**config.mk**
```make
export PLATFORM = sky130hd
export DESIGN_NAME = fetch_unit
export DESIGN_NICKNAME = d
export VERILOG_FILES = /design/src/rtl/fetch_unit_pkg.sv /design/src/rtl/if_id_reg.sv /design/src/rtl/fetch_unit.sv
export SDC_FILE = /design/constraint.sdc
export NUM_CORES = 1
export LEC_CHECK = 0
export BUFFER_PORTS_ARGS = -buffer_cell sky130_fd_sc_hd__buf_2
export CAP_MARGIN = 20
export CORE_MARGIN = 2
export CORE_UTILIZATION = 50
export CTS_CLUSTER_DIAMETER = 50
export CTS_CLUSTER_SIZE = 8
export DETAILED_ROUTE_END_ITERATION = 10
export PLACE_DENSITY = 0.87
export REMOVE_ABC_BUFFERS = 1
export SYNTH_ARGS = -nofsm -noshare
export SYNTH_HDL_FRONTEND = slang
export SYNTH_SLANG_ARGS = --single-unit
```
**constraint.sdc**
```tcl
create_clock -name clk_i -period 11.17 [get_ports clk_i]
set_input_delay 0.5585 -clock clk_i [delete_from_list [all_inputs] [get_ports clk_i]]
set_output_delay 0.5585 -clock clk_i [all_outputs]
set_load 0.005 [all_outputs]
```
**src/rtl/fetch_unit_pkg.sv**
```systemverilog
// Shared definitions for the instruction-fetch stage: FSM encodings and reset constants.
package fetch_unit_pkg;

  typedef enum logic [1:0] {
    IF_FETCH = 2'd0,
    IF_HOLD  = 2'd1,
    IF_DROP  = 2'd2,
    IF_ERR   = 2'd3
  } if_state_e;

  localparam logic [31:0] RESET_PC_DEFAULT = 32'h0000_3000;
  localparam logic [31:0] NOP_INSTR        = 32'h0000_0000;

endpackage

```
**src/rtl/if_id_reg.sv**
```systemverilog
// IF/ID pipeline register: load has priority over clear, otherwise contents hold.
module if_id_reg
  import fetch_unit_pkg::*;
(
  input  logic        clk_i,
  input  logic        rst_i,
  input  logic        load_i,
  input  logic        clear_i,
  input  logic [31:0] pc_i,
  input  logic [31:0] instr_i,
  input  logic        exc_i,
  output logic [31:0] pc_o,
  output logic [31:0] instr_o,
  output logic        valid_o,
  output logic        exc_o
);

  logic [31:0] pc_q, pc_d;
  logic [31:0] instr_q, instr_d;
  logic        valid_q, valid_d;
  logic        exc_q, exc_d;

  always_comb begin
    pc_d    = pc_q;
    instr_d = instr_q;
    valid_d = valid_q;
    exc_d   = exc_q;
    if (load_i) begin
      pc_d    = pc_i;
      instr_d = instr_i;
      valid_d = 1'b1;
      exc_d   = exc_i;
    end else if (clear_i) begin
      // Bubble keeps the old PC; only the payload is neutralised.
      instr_d = NOP_INSTR;
      valid_d = 1'b0;
      exc_d   = 1'b0;
    end
  end

  always_ff @(posedge clk_i or posedge rst_i) begin
    if (rst_i) begin
      pc_q    <= 32'h0;
      instr_q <= NOP_INSTR;
      valid_q <= 1'b0;
      exc_q   <= 1'b0;
    end else begin
      pc_q    <= pc_d;
      instr_q <= instr_d;
      valid_q <= valid_d;
      exc_q   <= exc_d;
    end
  end

  assign pc_o    = pc_q;
  assign instr_o = instr_q;
  assign valid_o = valid_q;
  assign exc_o   = exc_q;

endmodule

```
**src/rtl/fetch_unit.sv**
```systemverilog
// Instruction-fetch stage: fetch PC, variable-latency imem handshake, redirect squash and
// misaligned-fetch detection feeding the IF/ID register.
module fetch_unit
  import fetch_unit_pkg::*;
#(
  parameter logic [31:0] RESET_PC = RESET_PC_DEFAULT
) (
  input  logic        clk_i,
  input  logic        rst_i,
  input  logic        stall_i,
  input  logic        redirect_i,
  input  logic [31:0] redirect_pc_i,
  output logic        imem_req_o,
  output logic [31:0] imem_addr_o,
  input  logic        imem_ack_i,
  input  logic [31:0] imem_rdata_i,
  output logic [31:0] pc_o,
  output logic [31:0] if_id_pc_o,
  output logic [31:0] if_id_instr_o,
  output logic        if_id_valid_o,
  output logic        if_id_exc_o
);

  if_state_e   state_q, state_d;
  logic [31:0] pc_q, pc_d;
  logic [31:0] hold_q, hold_d;
  logic [31:0] drop_addr_q, drop_addr_d;

  logic        req;
  logic [31:0] addr;
  logic        load;
  logic        clear;
  logic [31:0] load_pc;
  logic [31:0] load_instr;
  logic        load_exc;
  logic        accept;

  assign accept = !stall_i || !if_id_valid_o;

  always_comb begin
    state_d     = state_q;
    pc_d        = pc_q;
    hold_d      = hold_q;
    drop_addr_d = drop_addr_q;
    req         = 1'b0;
    addr        = pc_q;
    load        = 1'b0;
    load_pc     = pc_q;
    load_instr  = imem_rdata_i;
    load_exc    = 1'b0;

    unique case (state_q)
      IF_FETCH: begin
        if (pc_q[1:0] == 2'b00) begin
          req = 1'b1;
          if (imem_ack_i) begin
            if (accept) begin
              load = 1'b1;
              pc_d = pc_q + 32'd4;
            end else begin
              hold_d  = imem_rdata_i;
              state_d = IF_HOLD;
            end
          end
        end else if (accept) begin
          load       = 1'b1;
          load_instr = NOP_INSTR;
          load_exc   = 1'b1;
          state_d    = IF_ERR;
        end
      end
      IF_HOLD: begin
        if (!stall_i) begin
          load       = 1'b1;
          load_instr = hold_q;
          pc_d       = pc_q + 32'd4;
          state_d    = IF_FETCH;
        end
      end
      IF_DROP: begin
        // Stale request must complete at its original address before the target is fetched.
        req  = 1'b1;
        addr = drop_addr_q;
        if (imem_ack_i) begin
          state_d = IF_FETCH;
        end
      end
      IF_ERR: begin
      end
      default: begin
        state_d = IF_FETCH;
      end
    endcase

    if (redirect_i) begin
      load   = 1'b0;
      pc_d   = redirect_pc_i;
      hold_d = NOP_INSTR;
      if (state_q != IF_DROP) begin
        if (req && !imem_ack_i) begin
          state_d     = IF_DROP;
          drop_addr_d = addr;
        end else begin
          state_d = IF_FETCH;
        end
      end
    end

    clear = redirect_i || (!stall_i && !load);
  end

  always_ff @(posedge clk_i or posedge rst_i) begin
    if (rst_i) begin
      state_q     <= IF_FETCH;
      pc_q        <= RESET_PC;
      hold_q      <= NOP_INSTR;
      drop_addr_q <= RESET_PC;
    end else begin
      state_q     <= state_d;
      pc_q        <= pc_d;
      hold_q      <= hold_d;
      drop_addr_q <= drop_addr_d;
    end
  end

  // Reset abandons any outstanding request without waiting for a clock edge.
  assign imem_req_o  = req & ~rst_i;
  assign imem_addr_o = addr;
  assign pc_o        = pc_q;

  if_id_reg u_if_id_reg (
    .clk_i   (clk_i),
    .rst_i   (rst_i),
    .load_i  (load),
    .clear_i (clear),
    .pc_i    (load_pc),
    .instr_i (load_instr),
    .exc_i   (load_exc),
    .pc_o    (if_id_pc_o),
    .instr_o (if_id_instr_o),
    .valid_o (if_id_valid_o),
    .exc_o   (if_id_exc_o)
  );

endmodule

```
==> results.toml, run 1 <==
[synthesis]
syn-cell-area_um2 = 7565
synth_edf_count = 0
synth_seq_cells = 164
ys.flop_type = "dfrtp_1"
ys_warn_count = 0
synth.avg_cell_area_um2 = 11.06
async_reset_ff_share_pct = 100.0
synth_cell_types = 43
yosysSeqAreaShare_pct = 54.32
synthCells = 684

[global_routing]
grt-ovfl-total = 0
grtUsageTotal_pct = 22.67
grt_pass1_vias = 5648
grt_first_pass_wirelength_um = 29010
antenna_found_initial = 1
grt_max_degree = 105

[clock_tree]
clk_latency_ns = 0.42
cts-buffers-inserted = 17
h-tree-depth = 4
cts_buffer_depth = 2
post_cts_buffers = 0
clock-sinks = 164
cts_resized = 0
cts_root_buf = "clkbuf_16"
cts.clk_slew.worst_paths_ns = 0.06
holdBufCountCts = 0
cts_tree = "done"

[timing]
setup-tns-final_ns = 0
fmax_mhz = 323.7
tightest_slew_ns = 1.110
min_period_ns = 3.089
rsz0062_at_grt = "no"
skew_ns = 0.007872
slew_violations = 0
final-setup-viol-count = 0
finalHoldViolCount = 0
setup_slack_ns = 8.081
period_share_pct = 27.66
max_slew_margin_pct = 25.97

[worst_setup_path]
cp_slowest_cell = "nor2b_4"
endpoint = "imem_addr_o[21]"
crit_fanout = 32
critical_path_class = "reg -> out"
r2r_end = "u_if_id_reg.instr_o[17]$_DFFE_PP0P_"
rr_startpoint = "state_q[0]$_DFF_PP0_"
cp_data_required_time_ns = 10.61
slowest_delay_ns = 0.92
cp.arrival_ns = 2.53
r2r_slack_ns = 8.31
cp_num_buf_inv = 1
worst-path-stages = 3
path_delay_family = "simple AND/OR/NAND/NOR gates"
crit_start = "state_q[1]$_DFF_PP0_"
worst-r2r-cell-count = 5
start_kind = "flip-flop"
path_cells = "nor2b_4 > mux2_2 > buf_2"
endpoint_kind = "primary output"

[power_and_ir_drop]
internal_power_mw = 1.354
power_density_nw_per_um2 = 207.3
p_total_mw = 1.931
seqPwrFrac_pct = 43.1
switching_share_pct = 29.88
peakVddDrop_mv = 0.1250
clkPwrFrac_pct = 30.4
combPwrFrac_pct = 26.5
p_sw_uw = 576.8
leakage_nw = 4.233

[floorplanning]
io-pin-count = 200
core_um2 = 14640
fp.dieW_um = 127
die_y_um = 127
rows = 44
initial_core_util_pct = 51.66
dieArea_um2 = 16130

[cells_and_area]
areaGrowthSynthToFinish_pct = 23.14
drive_gt1_share_pct = 40.44
final_cell_area_um2 = 9315
final_cells = 1057
diodes = 0
nNetsFinal = 930
nFillCells = 1131

[job]
cap_violations = 0

[placed_design]
dp_hpwl_um = 11890
portBuffers = 199
place_ws_ns = 8.334
place_congestion = 0.8202
place_area_um2 = 8685
placed_cells = 1024

[worst_hold_path]
hold_class = "in -> async"

[detailed_routing]
drc = 0
vias = 5763
first_iter_violations = 323
drt-pass1-iter-count = 5
wl_per_cell_um = 16.88
vias_per_cell = 5.452
drt_wl_total_um = 17840
postRouteAntennaNets = 0

[status]
status = "complete, no violations"
## synthesized netlist by cell type, drive strengths merged (3+ instances only)
cell	instances	area share, %
nor4	10	1.4
dfstp	4	1.4
nor2b	3	0.25
nand2b	3	0.25
dfrtp	160	53
nor4b	4	0.71
a211oi	4	0.56
clkbuf	29	1.4
o21ai	57	3.8
a21oi	38	2.5
xnor2	18	2.1
mux2	97	14
nor3	12	0.79
and4	3	0.35
a22o	3	0.35
and3	3	0.25
a31oi	3	0.25
nand3	9	0.60
buf	20	1.3
nand4	8	0.66
xor2	6	0.69
nor2	8	0.40
or4	3	0.30
mux2i	33	4.4
inv	4	0.20
nand2	130	6.5
## sequential cells by signal, summed over array words and instances, names as in the netlist
name / cells
drop_addr_q: 32
hold_q: 32
pc_o: 32
u_if_id_reg.instr_o: 32
u_if_id_reg.pc_o: 32
state_q: 2
u_if_id_reg.exc_o: 1
u_if_id_reg.valid_o: 1
## layout by cell type (no fill, tap or decap), types with 2 or more instances in the layout
cell type / n
a31oi_1: 2
buf_2: 198
nor2_1: 8
dfrtp_1: 160
bufinv_16: 2
inv_6: 3
clkinv_4: 3
o21ai_1: 6
nor4b_2: 3
nor4_4: 3
o21ai_0: 51
nand4_1: 8
dfstp_2: 4
a21oi_1: 37
clkbuf_16: 17
or4_1: 3
nand2_1: 130
a22o_1: 3
a211oi_1: 3
o31a_1: 2
and2_1: 2
and4_1: 3
xnor2_1: 18
nand3_1: 9
and3_1: 3
inv_8: 2
clkinvlp_4: 4
inv_1: 3
mux2_2: 97
nor3_1: 12
buf_4: 6
nor4_1: 6
xor2_1: 6
nand2b_1: 3
mux2i_1: 33
nor2b_1: 2
## per-layer routing
| metal | vias to the layer above | routed length (um) | GRT usage [%] |
|---|---|---|---|
| met2 | 205 | 8712 | 37.57 |
| met1 | 2794 | 7697 | 29.53 |
| met4 | 2 | 218 | 6.787 |
| li1 | 2739 | - | - |
| met3 | 23 | 1199 | 5.988 |
| met5 | - | 11 | 0 |
## worst min-delay path by stage
| stage | cells after the start | endpoint | from | slack [ns] |
|---|---|---|---|---|
| after floorplan | 1 | drop_addr_q[0]$_DFFE_PP0P_ | drop_addr_q[0]$_DFFE_PP0P_ | 0.45 |
| after global placement | 2 | u_if_id_reg.instr_o[30]$_DFFE_PP0P_ | u_if_id_reg.instr_o[30]$_DFFE_PP0P_ | 0.46 |
| after detailed placement | 2 | u_if_id_reg.instr_o[24]$_DFFE_PP0P_ | u_if_id_reg.instr_o[24]$_DFFE_PP0P_ | 0.46 |
| after CTS | 3 | pc_o[14]$_DFFE_PP0P_ | redirect_pc_i[14] | 0.32 |
| after global routing | 3 | pc_o[29]$_DFFE_PP0P_ | redirect_pc_i[29] | 0.33 |
| final | 2 | hold_q[4]$_DFFE_PP0P_ | rst_i | 0.34 |
## cell families after synthesis
| kind of cell | share of synthesized area (%) |
|---|---|
| muxes | 18.81 |
| and+or+nand+nor | 12.98 |
| DFF | 54.32 |
| buffers and inverters | 2.977 |
| xor gates and xnor gates | 2.779 |
| adders and majority gates | 0.1654 |
| AOI/OAI and AO/OA | 7.972 |
## worst register-to-register path: cells and delay by family (launching register included)
kind | cells | cell delay [ns]
compound gates | 2 | 0.76
buf+inv | 1 | 0.51
simple gates | 2 | 0.83
flops | 1 | 0.65
## power groups by stage
stage	Sequential, mW	Combinational (mW)	Clock (mW)
final	0.832	0.511	0.588
after global routing	0.851	0.557	0.619
after CTS	0.831	0.516	0.600
after detailed placement	0.841	0.513	0
after global placement	0.831	0.493	0
after floorplan	0.826	0.297	0
## final cells by class
type	count	area, um^2	share of cell area [%]
Timing Repair Buffer	206	1084	11.63
Clock buffer	17	425.4	4.567
Tap cell	184	230.2	2.471
Multi-Input combinational cell	467	3269	35.10
Inverter	4	20.02	0.2149
Sequential cell	164	4109	44.11
Clock inverter	15	177.7	1.907
## through the flow
step	hold WS (ns)	util, %
5_1_grt	0.3348	63.61
6_report	0.3409	63.61
2_1_floorplan	0.4474	-
3_3_place_gp	0.4574	59.17
4_1_cts	0.3249	63.42
3_5_place_dp	0.4647	59.30
No activity file was read; power rests on OpenSTA's default activity.
==> run 2: changes to the inputs <==
==> constraint.sdc (replaced) <==
create_clock -name clk_i -period 3.1 [get_ports clk_i]
set_input_delay 0.155 -clock clk_i [delete_from_list [all_inputs] [get_ports clk_i]]
set_output_delay 0.155 -clock clk_i [all_outputs]
set_load 0.005 [all_outputs]
==> run 2 against run 1 <==
Compared with the run above: the run now ends with hold timing left; first-iteration DRC count is 19% higher; wire length is 15% higher; critical path depth is 2 higher; die area stayed put; count of clock-buffer cells in the layout stayed put; utilization is 4.1 points higher; critical endpoint is now pc_o[24]$_DFFE_PP0P_; largest cell class unchanged; largest power group unchanged.
==> results.toml, run 2 (same netlist as run 1, synthesis figures left out) <==
[status]
status = "finished with violations"
violations = "hold timing"

[timing]
fmax_mhz = 413.0
setup_slack_ns = 0.6790
setup-tns-final_ns = 0
final-setup-viol-count = 0
tightest_slew_ns = 0.8749
slew_violations = 0
skew_ns = 0.009047
period_share_pct = 78.10
rsz0062_at_grt = "no"
max_slew_margin_pct = 41.67
whs_ns = -0.003149
finalHoldViolCount = 1
min_period_ns = 2.421

[global_routing]
grt_use_met1_pct = 32.33
antenna_found_initial = 1
met2_usage_pct = 44.62
use_met3_pct = 6.030
grt-ovfl-total = 0
grt_pass1_vias = 6378
grtUsageTotal_pct = 25.92
grt_max_degree = 98
busiest_layer = "met2"
grt_first_pass_wirelength_um = 32840

[floorplanning]
fp.dieW_um = 127
die_y_um = 127
initial_core_util_pct = 51.66
io-pin-count = 200
dieArea_um2 = 16130
rows = 44
core_um2 = 14640

[power_and_ir_drop]
leakage_nw = 4.485
peakVddDrop_mv = 0.4710
power_density_nw_per_um2 = 706.0

[cells_and_area]
final_cell_mix = "buf_2 (198), dfrtp_1 (160), nand2_1 (130)"
nFillCells = 1044
layout.cells.most_common = "buf_2"
final_cell_area_um2 = 9916
areaGrowthSynthToFinish_pct = 31.08
nNetsFinal = 995
fin_util_pct = 67.71
drive_gt1_share_pct = 38.38

[placed_design]
place_ws_ns = 0.6944
place_area_um2 = 8745
dp_hpwl_um = 12650
portBuffers = 199
place_congestion = 0.7960

[detailed_routing]
vias = 6240
drc = 0
first_iter_violations = 384
drt_wl_total_um = 20560
vias_per_cell = 5.557
drt-pass1-iter-count = 4
wl_per_cell_um = 18.31
postRouteAntennaNets = 0

[clock_tree]
clk_latency_ns = 0.43
cts_buffer_depth = 2
cts_root_buf = "clkbuf_16"
post_cts_buffers = 0
cts_tree = "done"
clock-sinks = 164
cts-buffers-inserted = 17
h-tree-depth = 4
cts.clk_slew.worst_paths_ns = 0.07

[worst_setup_path]
start_kind = "flip-flop"
cp.arrival_ns = 2.73
cp_data_required_time_ns = 3.41
crit_fanout = 9
endpoint_kind = "flip-flop"
critical_path_class = "reg -> reg"

[job]
cap_violations = 0

[worst_hold_path]
hold_class = "in -> reg"
-- run 2: changes by cell type in the layout (fill, tap and decap cells not counted), moves of 2 or more --
cell / previous run / this run
buf_4: 6 / 12
buf_8: 0 / 2
dlygate4sd3_1: 0 / 58
clkinvlp_4: 4 / 6
-- run 2: metrics by stage --
stage,hold WS (ns),power [mW],std cells
finish,-0.003149,7.000,1123
global route,0.008580,7.342,1123
CTS,0.009767,7.022,1121
detailed placement,0.3685,4.911,1031
global placement,0.3631,4.815,1030
floorplan,0.2122,4.048,635
-- run 2: layer usage --
layer	vias to the layer above	part of all wire, %
met3	33	7.2
met4	0	1.9
li1	2883	-
met2	255	50
met5	-	0
met1	3069	41
-- run 2: critical path: stages (launching register included) --
cell and delay [ns]:
dfrtp_1 0.55, nand3_1 0.22, or4_1 0.79, nor4_2 0.46, and3_1 0.22, nor3_1 0.05
-- run 2: worst paths after layout --
path | startpoint | endpoint | slack, ns | cells past startpoint
worst max-delay path | pc_o[15]$_DFFE_PP0P_ | pc_o[24]$_DFFE_PP0P_ | 0.68 | 5
worst min-delay path | imem_rdata_i[26] | hold_q[26]$_DFFE_PP0P_ | -0.003 | 3
worst max register to register | pc_o[15]$_DFFE_PP0P_ | pc_o[24]$_DFFE_PP0P_ | 0.68 | 5
worst min register to register | u_if_id_reg.instr_o[12]$_DFFE_PP0P_ | u_if_id_reg.instr_o[12]$_DFFE_PP0P_ | 0.48 | 2
max in group asynchronous | rst_i | pc_o[2]$_DFFE_PP0P_ | 1.77 | 4
min in group asynchronous | rst_i | u_if_id_reg.instr_o[26]$_DFFE_PP0P_ | 0.52 | 3
-- run 2: report_power, final --
part | total [mW] | leakage (nW) | internal (mW) | switching (mW)
logic | 1.94 | 2.12 | 1.07 | 0.870
registers | 3.01 | 2.10 | 2.65 | 0.363
clock network | 2.05 | 0.261 | 1.12 | 0.926
total | 7.00 | 4.49 | 4.84 | 2.16
-- run 2: area by class of cell --
type	instances	area (um^2)	share of cell area [%]
repair buffers	271	1712	17.26
clock inverters	15	147.6	1.489
diodes	1	2.502	0.02524
inverters	4	20.02	0.2019
multi-input cells	467	3269	32.97
flip-flops and latches	164	4109	41.44
clock buffers	17	425.4	4.290
well taps	184	230.2	2.322
-- run 2: repair_timing --
action | CTS | global route
hold endpoints to repair | 148 | 0
gates resized for setup | 0 | 0
setup endpoints to repair | 0 | 0
hold buffers | 58 | 0
==> run 3: changes to the inputs <==
--- a/config.mk
+++ b/config.mk
@@ -5,14 +5,15 @@
 export SDC_FILE = /design/constraint.sdc
 export NUM_CORES = 1
 export LEC_CHECK = 0
+export ABC_AREA = 1
 export BUFFER_PORTS_ARGS = -buffer_cell sky130_fd_sc_hd__buf_2
 export CAP_MARGIN = 20
 export CORE_MARGIN = 2
-export CORE_UTILIZATION = 50
+export CORE_UTILIZATION = 49
 export CTS_CLUSTER_DIAMETER = 50
 export CTS_CLUSTER_SIZE = 8
 export DETAILED_ROUTE_END_ITERATION = 10
-export PLACE_DENSITY = 0.87
+export PLACE_DENSITY = 0.88
 export REMOVE_ABC_BUFFERS = 1
 export SYNTH_ARGS = -nofsm -noshare
 export SYNTH_HDL_FRONTEND = slang
==> constraint.sdc (replaced) <==
create_clock -name clk_i -period 2 [get_ports clk_i]
set_input_delay 0.1 -clock clk_i [delete_from_list [all_inputs] [get_ports clk_i]]
set_output_delay 0.1 -clock clk_i [all_outputs]
set_load 0.005 [all_outputs]
==> run 3 against run 2 <==
Compared with the run above: utilization decreased by 4.3 points; wire length increased by 14%; the flow now finishes without violations; count of clock-buffer cells in the layout increased by 6; via count increased by 30%; die area increased by 9.4%; design area increased by 4.9%; final cell count increased by 38%; critical endpoint is now u_if_id_reg.instr_o[25]$_DFFE_PP0P_; highest routed layer unchanged; clock skew decreased by 0.0013 ns; maximum frequency increased by 35%.
==> results.toml, run 3 <==
[timing]
final-setup-viol-count = 0
rsz0062_at_grt = "no"
slew_violations = 0
setup-tns-final_ns = 0
min_period_ns = 1.793
whs_ns = 0.01764
fmax_mhz = 557.8
period_share_pct = 89.63
tightest_slew_ns = 0.7332
skew_ns = 0.007792
finalHoldViolCount = 0
max_slew_margin_pct = 51.01

[cells_and_area]
drive_gt1_share_pct = 20.39
areaGrowthSynthToFinish_pct = 27.81
final_cell_mix = "nand2_1 (363), buf_2 (199), dfrtp_1 (160)"
nFillCells = 1387
layout.cells.most_common = "nand2_1"
diodes = 0
nNetsFinal = 1386
final_cell_area_um2 = 10400

[worst_setup_path]
cp_data_required_time_ns = 2.36
crit_fanout = 32
worst-r2r-cell-count = 9
rr_startpoint = "u_if_id_reg.valid_o$_DFFE_PP0P_"
start_kind = "flip-flop"
cp.arrival_ns = 2.15
crit_start = "u_if_id_reg.valid_o$_DFFE_PP0P_"
critical_path_class = "reg -> reg"
endpoint_kind = "flip-flop"

[synthesis]
syn-cell-area_um2 = 8135
synth_common_cells = "nand2_1 (366), dfrtp_1 (160), o21ai_0 (144)"
synth_cell_types = 29
ys.flop_type = "dfrtp_1"
synth_edf_count = 0
yosysSeqAreaShare_pct = 50.51
synth_area_leaders = "dfrtp_1 (49%), nand2_1 (17%), o21ai_0 (8.9%)"
synthCells = 1087
yosys.area.top_type = "dfrtp_1"
async_reset_ff_share_pct = 100.0
synth.avg_cell_area_um2 = 7.484
synth_most_common_cell = "nand2_1"
synth.top_cell.area_share_pct = 49.22
synth_seq_cells = 164
ys_warn_count = 0

[clock_tree]
h-tree-depth = 4
cts_tree = "done"
cts.clk_slew.worst_paths_ns = 0.07
cts_buffer_depth = 2
cts_root_buf = "clkbuf_16"
cts-buffers-inserted = 17
clk_latency_ns = 0.43
clock-sinks = 164

[floorplanning]
core_um2 = 16410
fp.dieW_um = 132.9
die_y_um = 132.9
io-pin-count = 200
dieArea_um2 = 17650
rows = 47
initial_core_util_pct = 49.58

[placed_design]
place_area_um2 = 9329
portBuffers = 199
dp_hpwl_um = 15990
place_congestion = 0.9268

[power_and_ir_drop]
power_density_nw_per_um2 = 1243
leakage_nw = 5.469
peakVddDrop_mv = 0.7149
p_total_mw = 12.93

[worst_hold_path]
worstHoldStart = "redirect_pc_i[13]"
hold_depth = 5
hold_class = "in -> reg"

[global_routing]
grtUsageTotal_pct = 27.04
grt_max_degree = 65
grt-ovfl-total = 0
grt_first_pass_wirelength_um = 38010
grt_pass1_vias = 7575
antenna_found_initial = 0

[detailed_routing]
first_iter_violations = 579
postRouteAntennaNets = 0
drt_wl_total_um = 23500
drc = 0
wl_per_cell_um = 15.17
drt-pass1-iter-count = 5
vias = 8095
vias_per_cell = 5.226

[job]
cap_violations = 0

[status]
status = "complete, no violations"
[run 3: changes by cell type after synthesis, sizes merged, moves of 27 or more]
| cell | previous run | this run |
|---|---|---|
| mux2 | 97 | 0 |
| nand3 | 9 | 99 |
| nand2 | 130 | 369 |
| nor2 | 8 | 83 |
| a21oi | 38 | 11 |
| mux2i | 33 | 0 |
| inv | 4 | 99 |
| o21ai | 57 | 184 |
[run 3: power breakdown]
group | leakage [nW] | total, mW | internal [mW] | switching [mW]
Clock | 0.277 | 3.23 | 1.90 | 1.33
Sequential | 2.08 | 5.12 | 4.38 | 0.745
Combinational | 3.11 | 4.57 | 1.78 | 2.79
Total | 5.47 | 12.9 | 8.06 | 4.87
[run 3: final timing paths]
kind	end	slack, ns
worst max-delay path	u_if_id_reg.instr_o[25]$_DFFE_PP0P_	0.21
worst min-delay path	pc_o[13]$_DFFE_PP1P_	0.02
worst max register to register	u_if_id_reg.instr_o[25]$_DFFE_PP0P_	0.21
worst min register to register	u_if_id_reg.pc_o[24]$_DFFE_PP0P_	0.48
max in group asynchronous	u_if_id_reg.instr_o[16]$_DFFE_PP0P_	1.05
min in group asynchronous	u_if_id_reg.pc_o[14]$_DFFE_PP0P_	0.25
[run 3: stage by stage]
| step | cells | worst slack (ns) | utilization, % |
|---|---|---|---|
| finish | 1549 | 0.2073 | 63.37 |
| global placement | 1469 | 0.2669 | 56.86 |
| global route | 1549 | 0.01019 | 63.37 |
| floorplan | 1029 | -2.527 | - |
| detailed placement | 1469 | 0.1758 | 56.86 |
| CTS | 1549 | 0.1510 | 63.30 |
[run 3: worst max-delay path: stages, from the launching register on]
cell and delay [ns]:
dfrtp_1 0.38, nand2_2 0.11, inv_1 0.08, a21oi_2 0.11, nand2_2 0.06, nand2_1 0.07, nand2_2 0.08, nor2_4 0.58
nand2_1 0.14, nand2_1 0.11
[run 3: kinds of logic after synthesis]
| logic type | share of synthesized area (%) |
|---|---|
| AO/OA/AOI/OAI | 13.27 |
| adder cells (fa/ha/maj) | 0.1538 |
| buffers and inverters | 8.321 |
| flip-flops | 50.51 |
| AND/OR/NAND/NOR | 27.75 |
[run 3: per-layer routing]
layer / GRT usage (%) / vias to the layer above / routed length (um)
li1: - / 3935 / -
met1: 33.77 / 3751 / 9536
met2: 45.05 / 357 / 11140
met3: 7.395 / 52 / 2118
met4: 10.10 / 0 / 697
met5: 0 / - / 0
[run 3: final cells by class]
type                    instances  area, um^2  share of cell area [%]
clock inverters                 9       107.6                   1.035
repair buffers                268        1684                   16.20
flip-flops and latches        164        4109                   39.52
well taps                     220       275.3                   2.647
inverters                      99       376.6                   3.622
clock buffers                  23       467.9                   4.501
multi-input cells             766        3377                   32.48
[run 3: repair_timing]
item / 4_1_cts / 5_1_grt
endpoints found under the setup margin: 0 / 21
buffers inserted: 0 / 0
hold endpoints to repair: 93 / 0
resized for setup: 0 / 4
hold buffers: 48 / 0
